==> src/rtl/data_memory_arbiter.sv <==
// Round-robin arbiter that shares the single-port data memory between the core
// load/store port (0) and the loader/debug port (1), with registered memory strobes.
module data_memory_arbiter #(
    parameter int MEM_WORDS = 513
) (
    input  logic        clock,
    input  logic        resetN,
    input  logic        req0,
    input  logic        req1,
    input  logic        we0,
    input  logic        we1,
    input  logic [31:0] addr0,
    input  logic [31:0] addr1,
    input  logic [31:0] wdata0,
    input  logic [31:0] wdata1,
    output logic        ack0,
    output logic        ack1,
    output logic        err0,
    output logic        err1,
    output logic [31:0] rdata0,
    output logic [31:0] rdata1,
    output logic        memReadDM,
    output logic        memWriteDM,
    output logic [31:0] addressDM,
    output logic [31:0] writeDataDM,
    input  logic [31:0] readDataDM,
    output logic        busy,
    output logic        owner
);

    localparam logic [29:0] WORD_LIMIT = 30'(MEM_WORDS);

    typedef enum logic [1:0] {
        IDLE = 2'd0,
        BUSY = 2'd1,
        DONE = 2'd2
    } state_t;

    state_t      state;
    logic        lastOwner;
    logic        weQ;
    logic        badQ;

    logic        grantValid;
    logic        grantPort;
    logic        selWe;
    logic [31:0] selAddr;
    logic [31:0] selWdata;
    logic        selBad;

    // In DONE only the other port may be granted; the finishing port is still dropping its req.
    always_comb begin
        grantValid = 1'b0;
        grantPort  = 1'b0;
        if (state == IDLE) begin
            if (req0 && req1) begin
                grantValid = 1'b1;
                grantPort  = ~lastOwner;
            end else if (req0) begin
                grantValid = 1'b1;
                grantPort  = 1'b0;
            end else if (req1) begin
                grantValid = 1'b1;
                grantPort  = 1'b1;
            end
        end else if (state == DONE) begin
            if (owner ? req0 : req1) begin
                grantValid = 1'b1;
                grantPort  = ~owner;
            end
        end
    end

    always_comb begin
        selWe    = grantPort ? we1 : we0;
        selAddr  = grantPort ? addr1 : addr0;
        selWdata = grantPort ? wdata1 : wdata0;
        selBad   = (selAddr[1:0] != 2'b00) || (selAddr[31:2] >= WORD_LIMIT);
    end

    // addressDM/writeDataDM double as the latched request payload for the BUSY cycle.
    always_ff @(posedge clock or negedge resetN) begin
        if (!resetN) begin
            state       <= IDLE;
            lastOwner   <= 1'b1;
            owner       <= 1'b0;
            weQ         <= 1'b0;
            badQ        <= 1'b0;
            ack0        <= 1'b0;
            ack1        <= 1'b0;
            err0        <= 1'b0;
            err1        <= 1'b0;
            rdata0      <= 32'd0;
            rdata1      <= 32'd0;
            memReadDM   <= 1'b0;
            memWriteDM  <= 1'b0;
            addressDM   <= 32'd0;
            writeDataDM <= 32'd0;
            busy        <= 1'b0;
        end else begin
            ack0 <= 1'b0;
            ack1 <= 1'b0;
            err0 <= 1'b0;
            err1 <= 1'b0;
            case (state)
                IDLE, DONE: begin
                    if (grantValid) begin
                        state       <= BUSY;
                        owner       <= grantPort;
                        lastOwner   <= grantPort;
                        weQ         <= selWe;
                        badQ        <= selBad;
                        addressDM   <= selAddr;
                        writeDataDM <= selWdata;
                        memWriteDM  <= selWe & ~selBad;
                        memReadDM   <= ~selWe & ~selBad;
                        busy        <= 1'b1;
                    end else begin
                        state <= IDLE;
                        busy  <= 1'b0;
                    end
                end
                BUSY: begin
                    state      <= DONE;
                    memWriteDM <= 1'b0;
                    memReadDM  <= 1'b0;
                    if (owner) begin
                        ack1 <= 1'b1;
                        err1 <= badQ;
                        if (!weQ) begin
                            rdata1 <= badQ ? 32'd0 : readDataDM;
                        end
                    end else begin
                        ack0 <= 1'b1;
                        err0 <= badQ;
                        if (!weQ) begin
                            rdata0 <= badQ ? 32'd0 : readDataDM;
                        end
                    end
                end
                default: begin
                    state      <= IDLE;
                    busy       <= 1'b0;
                    memWriteDM <= 1'b0;
                    memReadDM  <= 1'b0;
                end
            endcase
        end
    end

endmodule

==> config.mk <==
export PLATFORM = sky130hd
export DESIGN_NAME = data_memory_arbiter
export DESIGN_NICKNAME = d
export VERILOG_FILES = /design/src/rtl/data_memory_arbiter.sv
export SDC_FILE = /design/constraint.sdc
export NUM_CORES = 1
export LEC_CHECK = 0
export ABC_CLOCK_PERIOD_IN_PS = 4800
export BUFFER_PORTS_ARGS = -buffer_cell sky130_fd_sc_hd__buf_2
export CAP_MARGIN = 20
export CELL_PAD_IN_SITES_DETAIL_PLACEMENT = 0
export CELL_PAD_IN_SITES_GLOBAL_PLACEMENT = 1
export CORE_UTILIZATION = 36
export DETAILED_ROUTE_END_ITERATION = 12
export GPL_TIMING_DRIVEN = 0
export PLACE_DENSITY_LB_ADDON = 0.05
export SYNTH_ARGS = -nofsm -noshare
export SYNTH_HDL_FRONTEND = slang
export SYNTH_SLANG_ARGS = --single-unit
==> constraint.sdc <==
create_clock -name clock -period 4.8 [get_ports clock]
set_input_delay 1.2 -clock clock [delete_from_list [all_inputs] [get_ports clock]]
set_output_delay 1.2 -clock clock [all_outputs]
set_load 0.05 [all_outputs]
==> results_dict.tcl, run 1 <==
set metrics [dict create \
    cts_root_buf "clkbuf_16" \
    slew_headroom 0.5597 \
    cts.clk_slew.worst_paths_ns 0.06 \
    drt-total-wl_mm 19.24 \
    clkLatencyLatePin_ns 0.42 \
    worstMarginPinSlew_ns 0.6605 \
    crit_path_start_kind "flop" \
    layout_setup_ws_ns 2.368 \
    synthCells 628 \
    yosys_warnings 0 \
    timing.rr.start "owner" \
    critPathKind "reg2out" \
    cts_post_setup_buffers_inserted 0 \
    start_util 0.3671 \
    finClkSkew_ns 0.01061 \
    status "finished, final reports clean" \
    core_um2 16470 \
    p_sw_mw 3.833 \
    cts_buffers 17 \
    syn_area_um2 6045 \
    cts_tree "done" \
    die_width_um 131.6 \
    slowest_stage "dfrtp_1" \
    r2r_end "addressDM[2]" \
    dieArea_um2 17310 \
    grt_overflow 0 \
    slowest_delay_ns 0.48 \
    leakagePower_nw 4.366 \
    die_h_um 131.6 \
    yosysTopAreaCellShare 0.5796 \
    seq_area_um2 3530 \
    cp_cell_sequence "buf_2" \
    grt_pass1_wl_mm 31.55 \
    multi_input_area_um2 2320 \
    rsz0062_at_grt "no" \
    hold_viol 0 \
    hold_end "rdata1[26]" \
    seq_area_frac_synth 0.5839 \
    place_hpwl_mm 14.83 \
    grt_start_max_net_pins 93 \
    tns_ns 0 \
    hp-class "reg2reg" \
    holdWs_ns 0.4714 \
    wire_per_inst_um 16.25 \
    gp_congestion 0.8891 \
    drt-initial-drc-count 261 \
    avgSynthCellArea_um2 9.625 \
    ctsResizeCount 0 \
    ys.flop_type "dfrtp_1" \
    clock_power_share 0.212 \
    synth_top_cell_by_area "dfrtp_1" \
    layout-drive-gt1-share 0.3711 \
    grt_util_all_layers 0.2320 \
    antenna_found_initial 3 \
    reg2regPathDepth 6 \
    p_seq_frac 0.272 \
    postLayoutCellArea_um2 8582 \
    sw_frac_of_total 0.5084 \
    hp-start "rdata1[26]" \
    yosys-top-cells-area "dfrtp_1 (58%), nand2_1 (8.2%), mux2i_1 (5.5%)" \
    reg2reg_setup_slack_ns 2.82 \
    dr.pass1.iters 4 \
    ios 302 \
    clock_path_buffers 2 \
    arrival_ns 1.23 \
    ir_drop_mv 0.3568 \
    holdBufCountCts 0 \
    fillers 1620 \
    place_ws_ns 1.996 \
    syn-num-nets 794 \
    area_growth_pct 41.98 \
    ys_ff_latch 141 \
    synth_edf_count 0 \
    power_frac_comb 0.516 \
    max_freq_mhz 411.3 \
    crit_family "flip-flops" \
    path_max_fanout 9 \
    vias 5856 \
    vias_per_cell 4.946 \
    cts-htree-levels 4 \
    rows 47 \
    path_buf_inv 1 \
    grt_pass1_vias 6045 \
    slew_violations 0 \
    postPlaceCellArea_um2 7860 \
    clkSinkCount 141 \
    worstHoldPathCells 2 \
    internal_power_mw 3.707 \
    synthDistinctLibCells 35 \
    fin_crit_ns 2.432 \
    critPathCaptureType "output pin" \
    utilization 0.5212 \
    detail-route-antenna-nets 0 \
    critPathRequiredTime_ns 3.60 \
    route.detailed.drc 0 \
    finalCritPeriodShare 0.5066 \
    portBuffers 301 \
    finalSetupViolations 0 \
    async_flop_share 1.000 \
    maxCapViolCount 0 \
    cellPowerDensity_nw_per_um2 878.6 \
    fin_nets 1115 \
]
-- logic make-up after synthesis --
kind of cell           Yosys count  synth area share
AOI/OAI and AO/OA              143            0.1364
buffers and inverters           44           0.03229
DFF                            141            0.5839
muxes                           33           0.05465
and+or+nand+nor                267            0.1927
-- area by class of cell --
type,instances,share of cell area
Sequential cell,141,0.4113
Multi-Input combinational cell,443,0.2703
Timing Repair Buffer,302,0.1795
Clock buffer,18,0.05001
Clock inverter,14,0.03353
Tap cell,220,0.03207
Buffer,42,0.02187
Inverter,2,0.0008748
Antenna cell,2,0.0005832
-- cell usage after synthesis (3+ instances only) --
cell type  count
nor4_1         9
nor3_1         5
nor2_1        72
o2bb2ai_1      3
buf_2         12
clkbuf_1      27
o21ai_0       66
a21oi_1       33
a31oi_1       33
mux2i_1       33
nand2b_1      35
nand2_1      132
dfrtp_1      140
-- cell usage in the layout, fill, tap and decap left out, types with 3 or more instances in the layout --
master and n:
clkbuf_16 17, bufinv_16 8, mux2i_1 33, clkbuf_1 28, dfrtp_1 140, buf_2 312
nor4_1 9, a21oi_1 33, a31oi_1 33, nand2b_1 35, nor2_1 72, nand2_1 132
o2bb2ai_1 3, o21ai_0 66, nor3_1 5
-- power groups by stage --
stage	sequential [mW]	clock, mW	combinational (mW)
3_5_place_dp	2.07	0	3.92
2_1_floorplan	3.97	0	0.951
4_1_cts	2.05	1.63	3.93
6_report	2.05	1.60	3.89
3_3_place_gp	2.05	0	3.88
5_1_grt	2.12	1.68	4.14
-- per-layer routing --
metal	up-vias	global-route usage	routed length (µm)
met2	227	0.3942	9512
met4	2	0.1001	567
met1	2807	0.2723	7770
met3	40	0.06674	1380
li1	2780	-	-
met5	-	0	13
-- worst max-delay path by stage --
stage | slack [ns] | endpoint | cells after the start | start
3_3_place_gp | 0.48 | writeDataDM[19] | 1 | resetN
5_1_grt | 2.30 | owner | 1 | owner
6_report | 2.37 | owner | 1 | owner
2_1_floorplan | 2.33 | badQ | 5 | addr0[2]
3_5_place_dp | 2.00 | badQ | 6 | addr0[2]
4_1_cts | 2.35 | owner | 1 | owner
-- registers in the layout, indices dropped and copies added, names as in the netlist --
signal / flops
addressDM: 32
rdata0: 32
rdata1: 32
writeDataDM: 32
state: 2
ack0: 1
ack1: 1
badQ: 1
busy: 1
err0: 1
err1: 1
lastOwner: 1
memReadDM: 1
memWriteDM: 1
owner: 1
weQ: 1
-- stage by stage --
step	std cells	power, mW
finish	1184	7.540
global route	1183	7.941
CTS	1182	7.608
detailed placement	1150	5.993
global placement	1149	5.929
floorplan	628	4.920
(Power assumes the default switching activity.)
==> run 2, diff against run 1 <==
--- a/config.mk
+++ b/config.mk
@@ -5,12 +5,13 @@
 export SDC_FILE = /design/constraint.sdc
 export NUM_CORES = 1
 export LEC_CHECK = 0
-export ABC_CLOCK_PERIOD_IN_PS = 4800
+export ABC_AREA = 1
+export ABC_CLOCK_PERIOD_IN_PS = 2000
 export BUFFER_PORTS_ARGS = -buffer_cell sky130_fd_sc_hd__buf_2
 export CAP_MARGIN = 20
 export CELL_PAD_IN_SITES_DETAIL_PLACEMENT = 0
 export CELL_PAD_IN_SITES_GLOBAL_PLACEMENT = 1
-export CORE_UTILIZATION = 36
+export CORE_UTILIZATION = 30
 export DETAILED_ROUTE_END_ITERATION = 12
 export GPL_TIMING_DRIVEN = 0
 export PLACE_DENSITY_LB_ADDON = 0.05
==> constraint.sdc (replaced) <==
create_clock -name clock -period 2 [get_ports clock]
set_input_delay 0.5 -clock clock [delete_from_list [all_inputs] [get_ports clock]]
set_output_delay 0.5 -clock clock [all_outputs]
set_load 0.05 [all_outputs]
==> results_dict.tcl, run 2 <==
set metrics [dict create \
    dr.pass1.iters 6 \
    fin_nets 1194 \
    layout_common_cells "buf_2 (311), nand2_1 (174), dfrtp_1 (138)" \
    clock_path_buffers 2 \
    worstMarginPinSlew_ns 0.6743 \
    ys.flop_type "dfrtp_1" \
    seq_area_frac_synth 0.5486 \
    crit_path_frequent_cell "nand2_1" \
    syn_area_um2 6434 \
    yosys_warnings 0 \
    slew_violations 0 \
    maxCapViolCount 0 \
    startpoint "lastOwner" \
    critPathRequiredTime_ns 2.30 \
    clkLatencyLatePin_ns 0.42 \
    fin_crit_ns 1.946 \
    slowest_stage "dfstp_2" \
    place_ws_ns -0.2945 \
    max_freq_mhz 513.8 \
    grt_overflow 0 \
    drt-initial-drc-count 172 \
    holdBufCountCts 0 \
    yosysMostFrequentCell "nand2_1" \
    grt_pass1_wl_mm 31.89 \
    detail-route-antenna-nets 0 \
    synth_common_cells "nand2_1 (181), dfrtp_1 (140), nor2_1 (93)" \
    cts_buffers 17 \
    ys_ff_latch 141 \
    layout_setup_ws_ns 0.05378 \
    synth_edf_count 0 \
    hp-class "in2async" \
    place_hpwl_mm 15.00 \
    arrival_ns 2.24 \
    vias 5840 \
    ir_drop_mv 0.6989 \
    cellPowerDensity_nw_per_um2 1989 \
    portBuffers 301 \
    antenna_found_initial 1 \
    dieArea_um2 22040 \
    grt_start_max_net_pins 72 \
    avgSynthCellArea_um2 9.231 \
    die_h_um 148.4 \
    crit_path_start_kind "flop" \
    leakagePower_nw 5.008 \
    drt-total-wl_mm 20.23 \
    path_max_fanout 5 \
    layout-drive-gt1-share 0.4423 \
    cp_cell_sequence "nand2_1 -> nand3_4 -> nand2_4 -> clkbuf_16 -> nand2_1 -> nand2_1 -> nor2_1 -> nand3_1 -> nor2_4 -> nand3_2 -> nand2_2 -> nand2_1" \
    finalPower_mw 18.22 \
    yosys-top-cells-area "dfrtp_1 (54%), nand2_1 (11%), mux2_2 (8.9%)" \
    rows 53 \
    synthCells 697 \
    rsz0062_at_grt "yes" \
    grt_util_all_layers 0.1874 \
    die_width_um 148.4 \
    core_um2 21020 \
    finClkSkew_ns 0.01582 \
    timing.rr.start "lastOwner" \
    syn-num-nets 863 \
    critPathCaptureType "flop" \
    critPathKind "reg2reg" \
    cts.clk_slew.worst_paths_ns 0.06 \
    status "finished, final reports clean" \
    wire_per_inst_um 15.35 \
    synthDistinctLibCells 27 \
    slew_headroom 0.5505 \
    grt_pass1_vias 5968 \
    vias_per_cell 4.431 \
    route.detailed.drc 0 \
    area_growth_pct 42.40 \
    async_flop_share 1.000 \
    cts_root_buf "clkbuf_16" \
    synth_top_cell_by_area "dfrtp_1" \
    finalSetupViolations 0 \
    slowest_delay_ns 0.53 \
    hold_viol 0 \
    start_util 0.3061 \
    cts_tree "done" \
    final_common_cell "buf_2" \
    ios 302 \
    finalCritPeriodShare 0.9731 \
    clkSinkCount 141 \
    yosysTopAreaCellShare 0.5445 \
    cts-htree-levels 4 \
    gp_congestion 0.7908 \
]
[run 2: critical path: cells and delay by family (launching register included)]
| family | cells | cell delay, ns |
|---|---|---|
| DFF | 1 | 0.53 |
| and+or+nand+nor | 11 | 1.13 |
| buffers and inverters | 1 | 0.18 |
[run 2: cells by family (layout without fill, tap and decap cells)]
group,count (synthesis),after routing,share of synthesized area
simple gates,321,322,0.2087
flops,141,141,0.5486
other cells,0,3,0
buf+inv,102,444,0.06826
compound gates,69,69,0.06243
mux,64,64,0.1120
[run 2: final timing paths]
path	end	slack, ns	cells after the start
worst max-delay path	badQ	0.05	12
worst min register to register	addressDM[1]	0.47	2
max in group asynchronous	writeDataDM[18]	1.08	2
worst min-delay path	rdata0[2]	0.09	1
min in group clock	writeDataDM[15]	0.33	3
worst max register to register	badQ	0.05	12
[run 2: what timing repair did]
item / 4_1_cts / 5_1_grt
buffers inserted: 4 / 2
endpoints found under the setup margin: 32 / 126
pin swaps: 6 / 8
hold endpoints to repair: 0 / 0
gates resized for setup: 7 / 52
cloned: 0 / 4
[run 2: power breakdown]
group | switching, mW | total (mW) | internal, mW | leakage (nW)
combinational | 7.57 | 10.3 | 2.76 | 2.99
sequential | 0.651 | 4.79 | 4.13 | 1.74
clock | 1.26 | 3.09 | 1.84 | 0.277
[run 2: metal layers]
layer	share of wire	global-route usage	wire (µm)
met5	0	0	0
met4	0.018	0.05928	369
met3	0.072	0.05951	1466
met2	0.48	0.3096	9619
met1	0.43	0.2314	8778
[run 2: stage by stage]
step | std cells | setup TNS [ns] | util | hold WS [ns] | cell area (µm²)
after floorplan | 697 | 0 | - | 0.2044 | 6434
after global placement | 1273 | -265.74 | 0.3941 | 0.4498 | 8284
after detailed placement | 1274 | -7.948 | 0.3957 | 0.4560 | 8318
after CTS | 1309 | 0 | 0.4256 | 0.1115 | 8946
after global routing | 1315 | -0.2780 | 0.4355 | 0.1274 | 9154
final | 1318 | 0 | 0.4358 | 0.08908 | 9161
[run 2: final cells by class]
| cell class | instances | area [µm²] |
|---|---|---|
| Antenna cell | 3 | 7.507 |
| Sequential cell | 141 | 3532 |
| Clock inverter | 13 | 142.6 |
| Multi-Input combinational cell | 455 | 2559 |
| Timing Repair Buffer | 311 | 1660 |
| Clock buffer | 18 | 429.2 |
| Inverter | 63 | 236.5 |
| Buffer | 39 | 250.2 |
| Fill cell | 2184 | 11860 |
| Tap cell | 275 | 344.1 |
==> run 3, diff against run 2 <==
--- a/config.mk
+++ b/config.mk
@@ -6,12 +6,12 @@
 export NUM_CORES = 1
 export LEC_CHECK = 0
 export ABC_AREA = 1
-export ABC_CLOCK_PERIOD_IN_PS = 2000
+export ABC_CLOCK_PERIOD_IN_PS = 2200
 export BUFFER_PORTS_ARGS = -buffer_cell sky130_fd_sc_hd__buf_2
-export CAP_MARGIN = 20
+export CAP_MARGIN = 30
 export CELL_PAD_IN_SITES_DETAIL_PLACEMENT = 0
 export CELL_PAD_IN_SITES_GLOBAL_PLACEMENT = 1
-export CORE_UTILIZATION = 30
+export CORE_UTILIZATION = 34
 export DETAILED_ROUTE_END_ITERATION = 12
 export GPL_TIMING_DRIVEN = 0
 export PLACE_DENSITY_LB_ADDON = 0.05
==> constraint.sdc (replaced) <==
create_clock -name clock -period 2.2 [get_ports clock]
set_input_delay 0.55 -clock clock [delete_from_list [all_inputs] [get_ports clock]]
set_output_delay 0.55 -clock clock [all_outputs]
set_load 0.05 [all_outputs]
==> results_dict.tcl, run 3 (synthesized netlist as in run 2, its figures left out) <==
set metrics [dict create \
    dieArea_um2 19480 \
    cts_root_buf "clkbuf_16" \
    p_seq_frac 0.259 \
    clkSinkCount 141 \
    core_um2 18270 \
    hp-class "in2async" \
    arrival_ns 2.29 \
    cp_cell_sequence "nor2_4 -> nand3_4 -> nand2_4 -> buf_8 -> nand2_1 -> nand2_1 -> nand2_1 -> nor2_1 -> nand2_1 -> nor2_2 -> nand3_1 -> nand2_1 -> nand2_1" \
    critPathKind "reg2reg" \
    sw_frac_of_total 0.5122 \
    cellPowerDensity_nw_per_um2 1851 \
    gp_congestion 0.7515 \
    tns_ns 0 \
    area_growth_pct 39.58 \
    crit_path_frequent_cell "nand2_1" \
    critPathCaptureType "flop" \
    slew_headroom 0.6305 \
    hold_viol 0 \
    postLayoutCellArea_um2 8980 \
    route.detailed.drc 0 \
    slew_violations 0 \
    drt-total-wl_mm 19.36 \
    die_h_um 139.6 \
    clkLatencyLatePin_ns 0.42 \
    layout_common_cells "buf_2 (318), nand2_1 (181), dfrtp_1 (139)" \
    grt_pass1_wl_mm 30.66 \
    cts_buffers 17 \
    die_width_um 139.6 \
    portBuffers 301 \
    internal_power_mw 8.109 \
    start_util 0.3521 \
    slowest_delay_ns 0.44 \
    grt_overflow 0 \
    grt_pass1_vias 5641 \
    critPathRequiredTime_ns 2.50 \
    grt_util_all_layers 0.2030 \
    antenna_found_initial 2 \
    slowest_stage "dfrtp_2" \
    finalSetupViolations 0 \
    ios 302 \
    max_freq_mhz 502.8 \
    cts_tree "done" \
    layout_setup_ws_ns 0.2111 \
    vias_per_cell 4.625 \
    wire_per_inst_um 15.30 \
    drt-initial-drc-count 212 \
    finalPower_mw 16.62 \
    clock_power_share 0.196 \
    finalCritPeriodShare 0.9041 \
    detail-route-antenna-nets 0 \
    status "finished, final reports clean" \
    clock_path_buffers 2 \
    layout-drive-gt1-share 0.4139 \
    p_sw_mw 8.515 \
    vias 5851 \
    cts.clk_slew.worst_paths_ns 0.06 \
    maxCapViolCount 0 \
    leakagePower_nw 4.942 \
    finClkSkew_ns 0.01037 \
    rows 49 \
    place_ws_ns -0.1324 \
    crit_path_start_kind "flop" \
    dr.pass1.iters 5 \
    place_hpwl_mm 14.47 \
    grt_start_max_net_pins 88 \
    fin_crit_ns 1.989 \
    holdBufCountCts 0 \
    ir_drop_mv 0.7218 \
    postPlaceCellArea_um2 8260 \
    power_frac_comb 0.545 \
    path_max_fanout 10 \
    fin_nets 1187 \
    cts-htree-levels 4 \
    holdWs_ns 0.08568 \
    worstMarginPinSlew_ns 0.5543 \
    final_common_cell "buf_2" \
    rsz0062_at_grt "no" \
]
[run 3: cell types whose count changed in the layout (fill, tap and decap cells not counted), moves of 3 or more]
cell	before	now
nand2_1	174	181
nand2_2	8	1
buf_4	10	4
nor2_1	90	93
clkbuf_1	5	14
clkbuf_2	12	0
clkbuf_4	3	0
bufinv_16	2	5
clkbuf_16	20	17
clkinv_2	3	0
buf_2	311	318
[run 3: power groups by stage]
stage          Sequential, mW  Clock, mW  Combinational (mW)
2_1_floorplan            8.08          0                2.91
3_3_place_gp             4.33          0                9.08
3_5_place_dp             4.35          0                9.13
4_1_cts                  4.31       3.34                9.12
5_1_grt                  4.47       3.43                9.73
6_report                 4.31       3.25                9.06
[run 3: what timing repair did]
action,CTS,global route
endpoints found under the hold margin,0,0
setup endpoints to repair,0,26
resized for setup,0,5
buffers inserted,0,3
[run 3: path summary, 6_finish.rpt]
kind | from | to | slack (ns) | cells after the start
max | state[0] | badQ | 0.21 | 13
min | resetN | rdata1[11] | 0.09 | 1
max reg2reg | state[0] | badQ | 0.21 | 13
min reg2reg | lastOwner | lastOwner | 0.46 | 2
max in group asynchronous | resetN | writeDataDM[15] | 1.26 | 2
min in group clock | wdata1[1] | writeDataDM[1] | 0.39 | 3
[run 3: critical path: cells and delay by family, from the launching register on]
kind                   cells  cell delay, ns
DFF                        1            0.44
buffers and inverters      1            0.15
and+or+nand+nor           12            1.28
[run 3: metal layers]
layer / share of wire / global-route usage / wire [µm] / up-vias
li1: - / - / - / 2890
met1: 0.44 / 0.2620 / 8541 / 2740
met2: 0.48 / 0.3277 / 9201 / 196
met3: 0.068 / 0.05884 / 1316 / 23
met4: 0.015 / 0.06536 / 286 / 2
met5: 0.00062 / 0 / 12 / -
[run 3: layout make-up]
cell class / instances / area, µm²
diodes: 2 / 5.005
plain buffers: 39 / 206.4
clock buffers: 18 / 439.2
clock inverters: 14 / 230.2
fillers: 1842 / 9290
inverters: 63 / 236.5
multi-input cells: 454 / 2482
flip-flops and latches: 141 / 3531
well taps: 229 / 286.5
repair buffers: 305 / 1563
[run 3: metrics by stage]
step / std cells / utilization
6_report: 1265 / 0.4915
5_1_grt: 1263 / 0.4912
4_1_cts: 1260 / 0.4888
3_5_place_dp: 1228 / 0.4521
3_3_place_gp: 1227 / 0.4503
2_1_floorplan: 697 / -
